===== config.mk =====
export PLATFORM = sky130hd
export DESIGN_NAME = multicycle_control
export DESIGN_NICKNAME = d
export VERILOG_FILES = /design/src/rtl/multicycle_control.sv
export SDC_FILE = /design/constraint.sdc
export NUM_CORES = 1
export LEC_CHECK = 0
export ABC_AREA = 1
export BUFFER_PORTS_ARGS = -buffer_cell sky130_fd_sc_hd__buf_2
export CORE_ASPECT_RATIO = 0.6
export CORE_MARGIN = 2
export CORE_UTILIZATION = 56
export CTS_CLUSTER_SIZE = 24
export DETAILED_ROUTE_END_ITERATION = 10
export PLACE_DENSITY = 0.88
export REMOVE_ABC_BUFFERS = 1
export SYNTH_ARGS = -nofsm -noshare
export SYNTH_HDL_FRONTEND = slang
export SYNTH_SLANG_ARGS = --single-unit

===== constraint.sdc =====
create_clock -name clk -period 4.3 [get_ports clk]
set_input_delay 0.645 -clock clk [delete_from_list [all_inputs] [get_ports clk]]
set_output_delay 0.645 -clock clk [all_outputs]
set_load 0.02 [all_outputs]

===== src/rtl/multicycle_control.sv =====
// Multi-cycle RV32I control unit: sequences FETCH/DECODE/EXEC/MEM/WB with
// req/ack memory handshakes, registered datapath selects and a sticky trap.
module multicycle_control #(
  parameter int EN_MUL  = 1,
  parameter int TIMEOUT = 64,
  parameter int TO_W    = 7
) (
  input  logic       clk,
  input  logic       rst,
  input  logic [6:0] opcode,
  input  logic [2:0] funct3,
  input  logic [6:0] funct7,
  input  logic [1:0] addr_lo,
  input  logic       br_taken,
  output logic       imem_req,
  input  logic       imem_ack,
  output logic       ir_we,
  output logic       dmem_req,
  output logic [3:0] dmem_we,
  input  logic       dmem_ack,
  output logic       pc_we,
  output logic       rd_write,
  output logic [3:0] aluSel,
  output logic       aluSrc1Sel,
  output logic [1:0] aluSrc2Sel,
  output logic [1:0] wbSel,
  output logic [2:0] pcSel,
  output logic       trap,
  output logic [1:0] trap_cause
);

  typedef enum logic [2:0] {
    S_FETCH  = 3'd0,
    S_DECODE = 3'd1,
    S_EXEC   = 3'd2,
    S_MEM    = 3'd3,
    S_WB     = 3'd4,
    S_TRAP   = 3'd5
  } state_t;

  typedef enum logic [1:0] {CL_OTHER, CL_BRANCH, CL_LOAD, CL_STORE} class_t;

  localparam logic [6:0] OP_R      = 7'b0110011;
  localparam logic [6:0] OP_IMM    = 7'b0010011;
  localparam logic [6:0] OP_LUI    = 7'b0110111;
  localparam logic [6:0] OP_AUIPC  = 7'b0010111;
  localparam logic [6:0] OP_LOAD   = 7'b0000011;
  localparam logic [6:0] OP_STORE  = 7'b0100011;
  localparam logic [6:0] OP_JAL    = 7'b1101111;
  localparam logic [6:0] OP_JALR   = 7'b1100111;
  localparam logic [6:0] OP_BRANCH = 7'b1100011;

  localparam logic [3:0] ALU_AND   = 4'd0;
  localparam logic [3:0] ALU_OR    = 4'd1;
  localparam logic [3:0] ALU_ADD   = 4'd2;
  localparam logic [3:0] ALU_SUB   = 4'd3;
  localparam logic [3:0] ALU_SLT   = 4'd4;
  localparam logic [3:0] ALU_XOR   = 4'd5;
  localparam logic [3:0] ALU_SLL   = 4'd6;
  localparam logic [3:0] ALU_SLTU  = 4'd7;
  localparam logic [3:0] ALU_SRL   = 4'd8;
  localparam logic [3:0] ALU_SRA   = 4'd9;
  localparam logic [3:0] ALU_MUL   = 4'd10;
  localparam logic [3:0] ALU_MULH  = 4'd11;
  localparam logic [3:0] ALU_MULHU = 4'd12;
  localparam logic [3:0] ALU_NONE  = 4'd13;
  localparam logic [3:0] ALU_PASS2 = 4'd14;

  localparam logic [1:0] SRC2_RS2 = 2'd0;
  localparam logic [1:0] SRC2_S   = 2'd1;
  localparam logic [1:0] SRC2_I   = 2'd2;
  localparam logic [1:0] SRC2_U   = 2'd3;

  localparam logic [1:0] WB_ALU  = 2'd0;
  localparam logic [1:0] WB_LOAD = 2'd1;
  localparam logic [1:0] WB_PC4  = 2'd2;

  localparam logic [2:0] PC_SEQ  = 3'd0;
  localparam logic [2:0] PC_REL  = 3'd1;
  localparam logic [2:0] PC_JALR = 3'd2;

  localparam logic [1:0] CAUSE_ILL = 2'd1;
  localparam logic [1:0] CAUSE_WD  = 2'd2;
  localparam logic [1:0] CAUSE_MIS = 2'd3;

  localparam logic [TO_W-1:0] WD_LAST = TO_W'((TIMEOUT > 0) ? (TIMEOUT - 1) : 0);

  state_t          state_q, state_d;
  class_t          cls_q, dec_cls;
  logic [1:0]      size_q;
  logic [TO_W-1:0] wd_q, wd_d;
  logic [3:0]      alu_q, dec_alu;
  logic            src1_q, dec_src1;
  logic [1:0]      src2_q, dec_src2;
  logic [1:0]      wb_q, dec_wb;
  logic [2:0]      pcs_q, dec_pcs;
  logic [1:0]      cause_q, cause_d;
  logic            dec_legal;
  logic            misaligned;
  logic            wd_expire;
  logic [3:0]      store_mask;

  function automatic logic [3:0] alu_base(input logic [2:0] f3, input logic alt);
    case (f3)
      3'b000:  return ALU_ADD;
      3'b001:  return ALU_SLL;
      3'b010:  return ALU_SLT;
      3'b011:  return ALU_SLTU;
      3'b100:  return ALU_XOR;
      3'b101:  return alt ? ALU_SRA : ALU_SRL;
      3'b110:  return ALU_OR;
      default: return ALU_AND;
    endcase
  endfunction

  always_comb begin
    dec_legal = 1'b1;
    dec_cls   = CL_OTHER;
    dec_alu   = ALU_NONE;
    dec_src1  = 1'b0;
    dec_src2  = SRC2_RS2;
    dec_wb    = WB_ALU;
    dec_pcs   = PC_SEQ;
    case (opcode)
      OP_R: begin
        if (funct7 == 7'b0000000)                           dec_alu = alu_base(funct3, 1'b0);
        else if (funct7 == 7'b0100000 && funct3 == 3'b000)  dec_alu = ALU_SUB;
        else if (funct7 == 7'b0100000 && funct3 == 3'b101)  dec_alu = ALU_SRA;
        else if (EN_MUL != 0 && funct7 == 7'b0000001 && funct3 == 3'b000) dec_alu = ALU_MUL;
        else if (EN_MUL != 0 && funct7 == 7'b0000001 && funct3 == 3'b001) dec_alu = ALU_MULH;
        else if (EN_MUL != 0 && funct7 == 7'b0000001 && funct3 == 3'b011) dec_alu = ALU_MULHU;
        else                                                dec_legal = 1'b0;
      end
      OP_IMM: begin
        dec_src2 = SRC2_I;
        dec_alu  = alu_base(funct3, funct7[5]);
      end
      OP_LUI: begin
        dec_src2 = SRC2_U;
        dec_alu  = ALU_PASS2;
      end
      OP_AUIPC: begin
        dec_src1 = 1'b1;
        dec_src2 = SRC2_U;
        dec_alu  = ALU_ADD;
      end
      OP_LOAD: begin
        dec_legal = !(funct3 == 3'd3 || funct3 == 3'd6 || funct3 == 3'd7);
        dec_cls   = CL_LOAD;
        dec_src2  = SRC2_I;
        dec_alu   = ALU_ADD;
        dec_wb    = WB_LOAD;
      end
      OP_STORE: begin
        dec_legal = (funct3 < 3'd3);
        dec_cls   = CL_STORE;
        dec_src2  = SRC2_S;
        dec_alu   = ALU_ADD;
      end
      OP_JAL: begin
        dec_wb  = WB_PC4;
        dec_pcs = PC_REL;
      end
      OP_JALR: begin
        dec_src2 = SRC2_I;
        dec_alu  = ALU_ADD;
        dec_wb   = WB_PC4;
        dec_pcs  = PC_JALR;
      end
      OP_BRANCH: begin
        dec_legal = !(funct3 == 3'd2 || funct3 == 3'd3);
        dec_cls   = CL_BRANCH;
        dec_alu   = ALU_SUB;
        dec_pcs   = PC_REL;
      end
      default: dec_legal = 1'b0;
    endcase
  end

  // size_q holds funct3[1:0]: 0 byte, 1 half, 2 word (unsigned loads share the low bits)
  always_comb begin
    misaligned = 1'b0;
    store_mask = 4'b1111;
    case (size_q)
      2'd0: store_mask = 4'b0001 << addr_lo;
      2'd1: begin
        misaligned = addr_lo[0];
        store_mask = 4'b0011 << {addr_lo[1], 1'b0};
      end
      default: misaligned = (addr_lo != 2'b00);
    endcase
  end

  assign wd_expire = (TIMEOUT != 0) && (wd_q == WD_LAST);

  always_comb begin
    state_d  = state_q;
    cause_d  = cause_q;
    imem_req = 1'b0;
    ir_we    = 1'b0;
    dmem_req = 1'b0;
    dmem_we  = 4'b0000;
    pc_we    = 1'b0;
    rd_write = 1'b0;
    pcSel    = pcs_q;
    case (state_q)
      S_FETCH: begin
        imem_req = 1'b1;
        if (imem_ack) begin
          ir_we   = 1'b1;
          state_d = S_DECODE;
        end else if (wd_expire) begin
          state_d = S_TRAP;
          cause_d = CAUSE_WD;
        end
      end
      S_DECODE: begin
        if (dec_legal) begin
          state_d = S_EXEC;
        end else begin
          state_d = S_TRAP;
          cause_d = CAUSE_ILL;
        end
      end
      S_EXEC: begin
        case (cls_q)
          CL_BRANCH: begin
            pc_we   = 1'b1;
            pcSel   = br_taken ? PC_REL : PC_SEQ;
            state_d = S_FETCH;
          end
          CL_LOAD, CL_STORE: begin
            if (misaligned) begin
              state_d = S_TRAP;
              cause_d = CAUSE_MIS;
            end else begin
              state_d = S_MEM;
            end
          end
          default: state_d = S_WB;
        endcase
      end
      S_MEM: begin
        dmem_req = 1'b1;
        if (cls_q == CL_STORE) dmem_we = store_mask;
        if (dmem_ack) begin
          if (cls_q == CL_STORE) begin
            pc_we   = 1'b1;
            pcSel   = PC_SEQ;
            state_d = S_FETCH;
          end else begin
            state_d = S_WB;
          end
        end else if (wd_expire) begin
          state_d = S_TRAP;
          cause_d = CAUSE_WD;
        end
      end
      S_WB: begin
        rd_write = 1'b1;
        pc_we    = 1'b1;
        state_d  = S_FETCH;
      end
      S_TRAP:  state_d = S_TRAP;
      default: state_d = S_FETCH;
    endcase
    // Enables are squashed during reset so an ack arriving then cannot load the IR.
    if (rst) begin
      imem_req = 1'b0;
      ir_we    = 1'b0;
      dmem_req = 1'b0;
      dmem_we  = 4'b0000;
      pc_we    = 1'b0;
      rd_write = 1'b0;
    end
  end

  // Watchdog restarts whenever FETCH or MEM is entered and counts while waiting there.
  always_comb begin
    wd_d = '0;
    if ((state_d == state_q) && (state_q == S_FETCH || state_q == S_MEM)) wd_d = wd_q + 1'b1;
  end

  always_ff @(posedge clk) begin
    if (rst) begin
      state_q <= S_FETCH;
      wd_q    <= '0;
      cause_q <= 2'd0;
      cls_q   <= CL_OTHER;
      size_q  <= 2'd0;
      alu_q   <= 4'd0;
      src1_q  <= 1'b0;
      src2_q  <= 2'd0;
      wb_q    <= 2'd0;
      pcs_q   <= 3'd0;
    end else begin
      state_q <= state_d;
      wd_q    <= wd_d;
      cause_q <= cause_d;
      if (state_q == S_DECODE) begin
        cls_q  <= dec_cls;
        size_q <= funct3[1:0];
        alu_q  <= dec_alu;
        src1_q <= dec_src1;
        src2_q <= dec_src2;
        wb_q   <= dec_wb;
        pcs_q  <= dec_pcs;
      end
    end
  end

  assign aluSel     = alu_q;
  assign aluSrc1Sel = src1_q;
  assign aluSrc2Sel = src2_q;
  assign wbSel      = wb_q;
  assign trap       = (state_q == S_TRAP);
  assign trap_cause = cause_q;

endmodule


==> flow_summary.ini <==
[outcome]
status = completed

[sta]
finalClockSkew_ps = 3.47
fin_tns_setup_ps = 0
rsz0062_at_grt = no
fmax_mhz = 377
worst_pin_slew_ps = 935
finalSetupViolations = 0
hold_viol = 0
fin_crit_ps = 2650
fin_crit_sh_pct = 61.6
drv_slew = 0
maxSlewHeadroom_pct = 37.6

[clocking]
cts-resized-gates = 0
clk_pin_slew_worst_paths_ps = 100
post_cts_buffers = 0
insertion_delay_ps = 280
cts_tree = yes
cts_max_level = 1
hold_buffers = 0
cts.sink_count = 27
cts_max_path_buffers = 2
clockRootBuffer = clkbuf_8
cts_made_buffers = 3

[critical_path]
start_kind = register
critPathRequiredTime_ps = 3650
crit_path_max_fanout = 6
endpoint_kind = primary output
critical_path_class = register to primary output
critPathArrivalTime_ps = 2010

[detailed_routing]
vias_per_cell = 5.49
dr.pass1.iters = 5
wl_um = 4550
drtIter0Drc = 156
vias = 2024
routedWlPerCell_um = 12.3
drc_errors = 0
ant_nets = 0

[global_routing]
track_usage_pct = 25.5
grt_pass1_vias = 1627
overflow = 0
grt_pass1_wl_um = 7330
grt_antenna_before_repair = 0
grt_start_max_net_pins = 28

[floorplan]
initial_utilization_pct = 60.7
ios = 48
fp.dieW_um = 77.2
dieArea_um2 = 3700
core-area_um2 = 2970
fp.dieH_um = 47.9
rows = 15

[placed_design]
portBuffers = 46
place_area_um2 = 2050
gp_congestion = 0.961
hpwl_um = 3630

[synth]
synth_area_leader_cell = dfxtp_1
ys_seq_area_share_pct = 30.0
netlist_top_cells_area = dfxtp_1 30%, nand2_1 11%, nor2_1 8.3%
synth_flop_cell = dfxtp_1
synth_edf_count = 0
syn-instance-count = 283
avgSynthCellArea_um2 = 6.36
synth_top_area_share_pct = 30.0
ys_seq_elements = 27
yosysWarnings = 0
ys_async_sr_fraction_pct = 0
synth_cell_types = 38
synthesis.area_um2 = 1800

[cells_and_area]
nNetsFinal = 353
stdcell_area_um2 = 2100
diodes = 0
drive_gt1_share_pct = 21.4
syn2layout_area_growth_pct = 16.8

[run]
maxCapViolCount = 0

[pwr]
leakagePower_uw = 0.00101
power.density_nw_per_um2 = 294
peakVddDrop_uv = 221

[hold_path]
hp-class = register to register
[final cells by class]
cell class	count	area (um2)
clock buffers	3	41.3
well taps	42	52.6
inverters	37	139
clock inverters	1	8.76
repair buffers	46	230
flip-flops and latches	27	541
fillers	264	863
multi-input cells	213	1090
[synthesized netlist by cell type (2+ instances only)]
library cell / n
o221ai_1: 2
buf_4: 2
nand2_2: 4
nand2_1: 51
nor3_2: 2
dfxtp_1: 27
nor3_1: 7
nor2_2: 8
nand4_1: 3
nand3b_1: 3
o211ai_1: 2
a31oi_1: 3
o21bai_1: 2
inv_1: 36
nor2_1: 40
clkbuf_1: 4
o21ai_0: 19
o31ai_1: 2
a21oi_1: 26
xor2_1: 3
nand3_1: 20
[path summary, 6_finish.rpt]
path | startpoint | end | slack, ps | cells past startpoint
worst max-delay path | state_q[2] | dmem_we[3] | 1650 | 8
worst min-delay path | wd_q[0] | wd_q[0] | 470 | 1
worst max register to register | state_q[0] | trap_cause[0] | 1970 | 8
worst min register to register | wd_q[0] | wd_q[0] | 470 | 1
[metrics by stage]
| step | total power [uW] | utilization [%] | std cells | hold slack (ps) | setup slack (ps) |
|---|---|---|---|---|---|
| finish | 619 | 70.9 | 369 | 466 | 1650 |
| global placement | 462 | 69.2 | 365 | 432 | 2050 |
| CTS | 619 | 70.9 | 369 | 471 | 1660 |
| detailed placement | 466 | 69.2 | 365 | 457 | 1980 |
| floorplan | 406 | - | 277 | 418 | 2140 |
| global route | 652 | 70.9 | 369 | 500 | 1370 |
[layer usage]
metal	wire length [um]	track usage [%]	vias up
li1	-	-	1024
met1	2290	38.0	891
met2	1750	39.1	106
met3	488	5.28	3
met4	16	3.57	0
met5	0	0	-
[sequential cells by signal, summed over array words and instances, names as in the netlist]
| signal | count |
|---|---|
| aluSel | 4 |
| wbSel | 2 |
| state_q | 3 |
| aluSrc2Sel | 2 |
| cls_q | 2 |
| trap_cause | 2 |
| aluSrc1Sel | 1 |
| size_q | 2 |
| wd_q | 7 |
| pcs_q | 2 |
[critical path: stages (launching register included)]
cell and delay [ps]:
dfxtp_1 360, inv_1 140, nand2_1 110, nor2_1 300
inv_1 120, nor3_1 220, o21ai_0 160, a21oi_1 130
buf_2 170
[layout by cell type (no fill, tap or decap), types with 3 or more instances in the layout]
cell,synthesis,layout
a21oi_1,26,26
a31oi_1,3,3
buf_2,0,46
clkbuf_8,0,3
dfxtp_1,27,27
inv_1,36,36
nand2_1,51,51
nand2_2,4,4
nand3_1,20,20
nand3b_1,3,3
nand4_1,3,3
nor2_1,40,40
nor2_2,8,8
nor3_1,7,7
o21ai_0,19,19
xor2_1,3,3
[kinds of logic (layout without fill, tap and decap cells)]
group	count (synthesis)	count (layout)	synth area share [%]
DFF	27	27	30.0
AOI/OAI and AO/OA	64	64	21.4
xor gates and xnor gates	4	4	1.95
buffers and inverters	43	87	9.39
other	1	1	0.208
adders and majority gates	1	1	0.695
and+or+nand+nor	143	143	36.3
[where the power goes]
group	total [uW]	switching (uW)	leakage, uW	internal [uW]
clock network	156	88.1	0.0000261	68.3
logic	172	114	0.000767	57.5
registers	291	16.8	0.000221	274
total	619	219	0.00101	400
No activity file was read; power rests on OpenSTA's default activity.
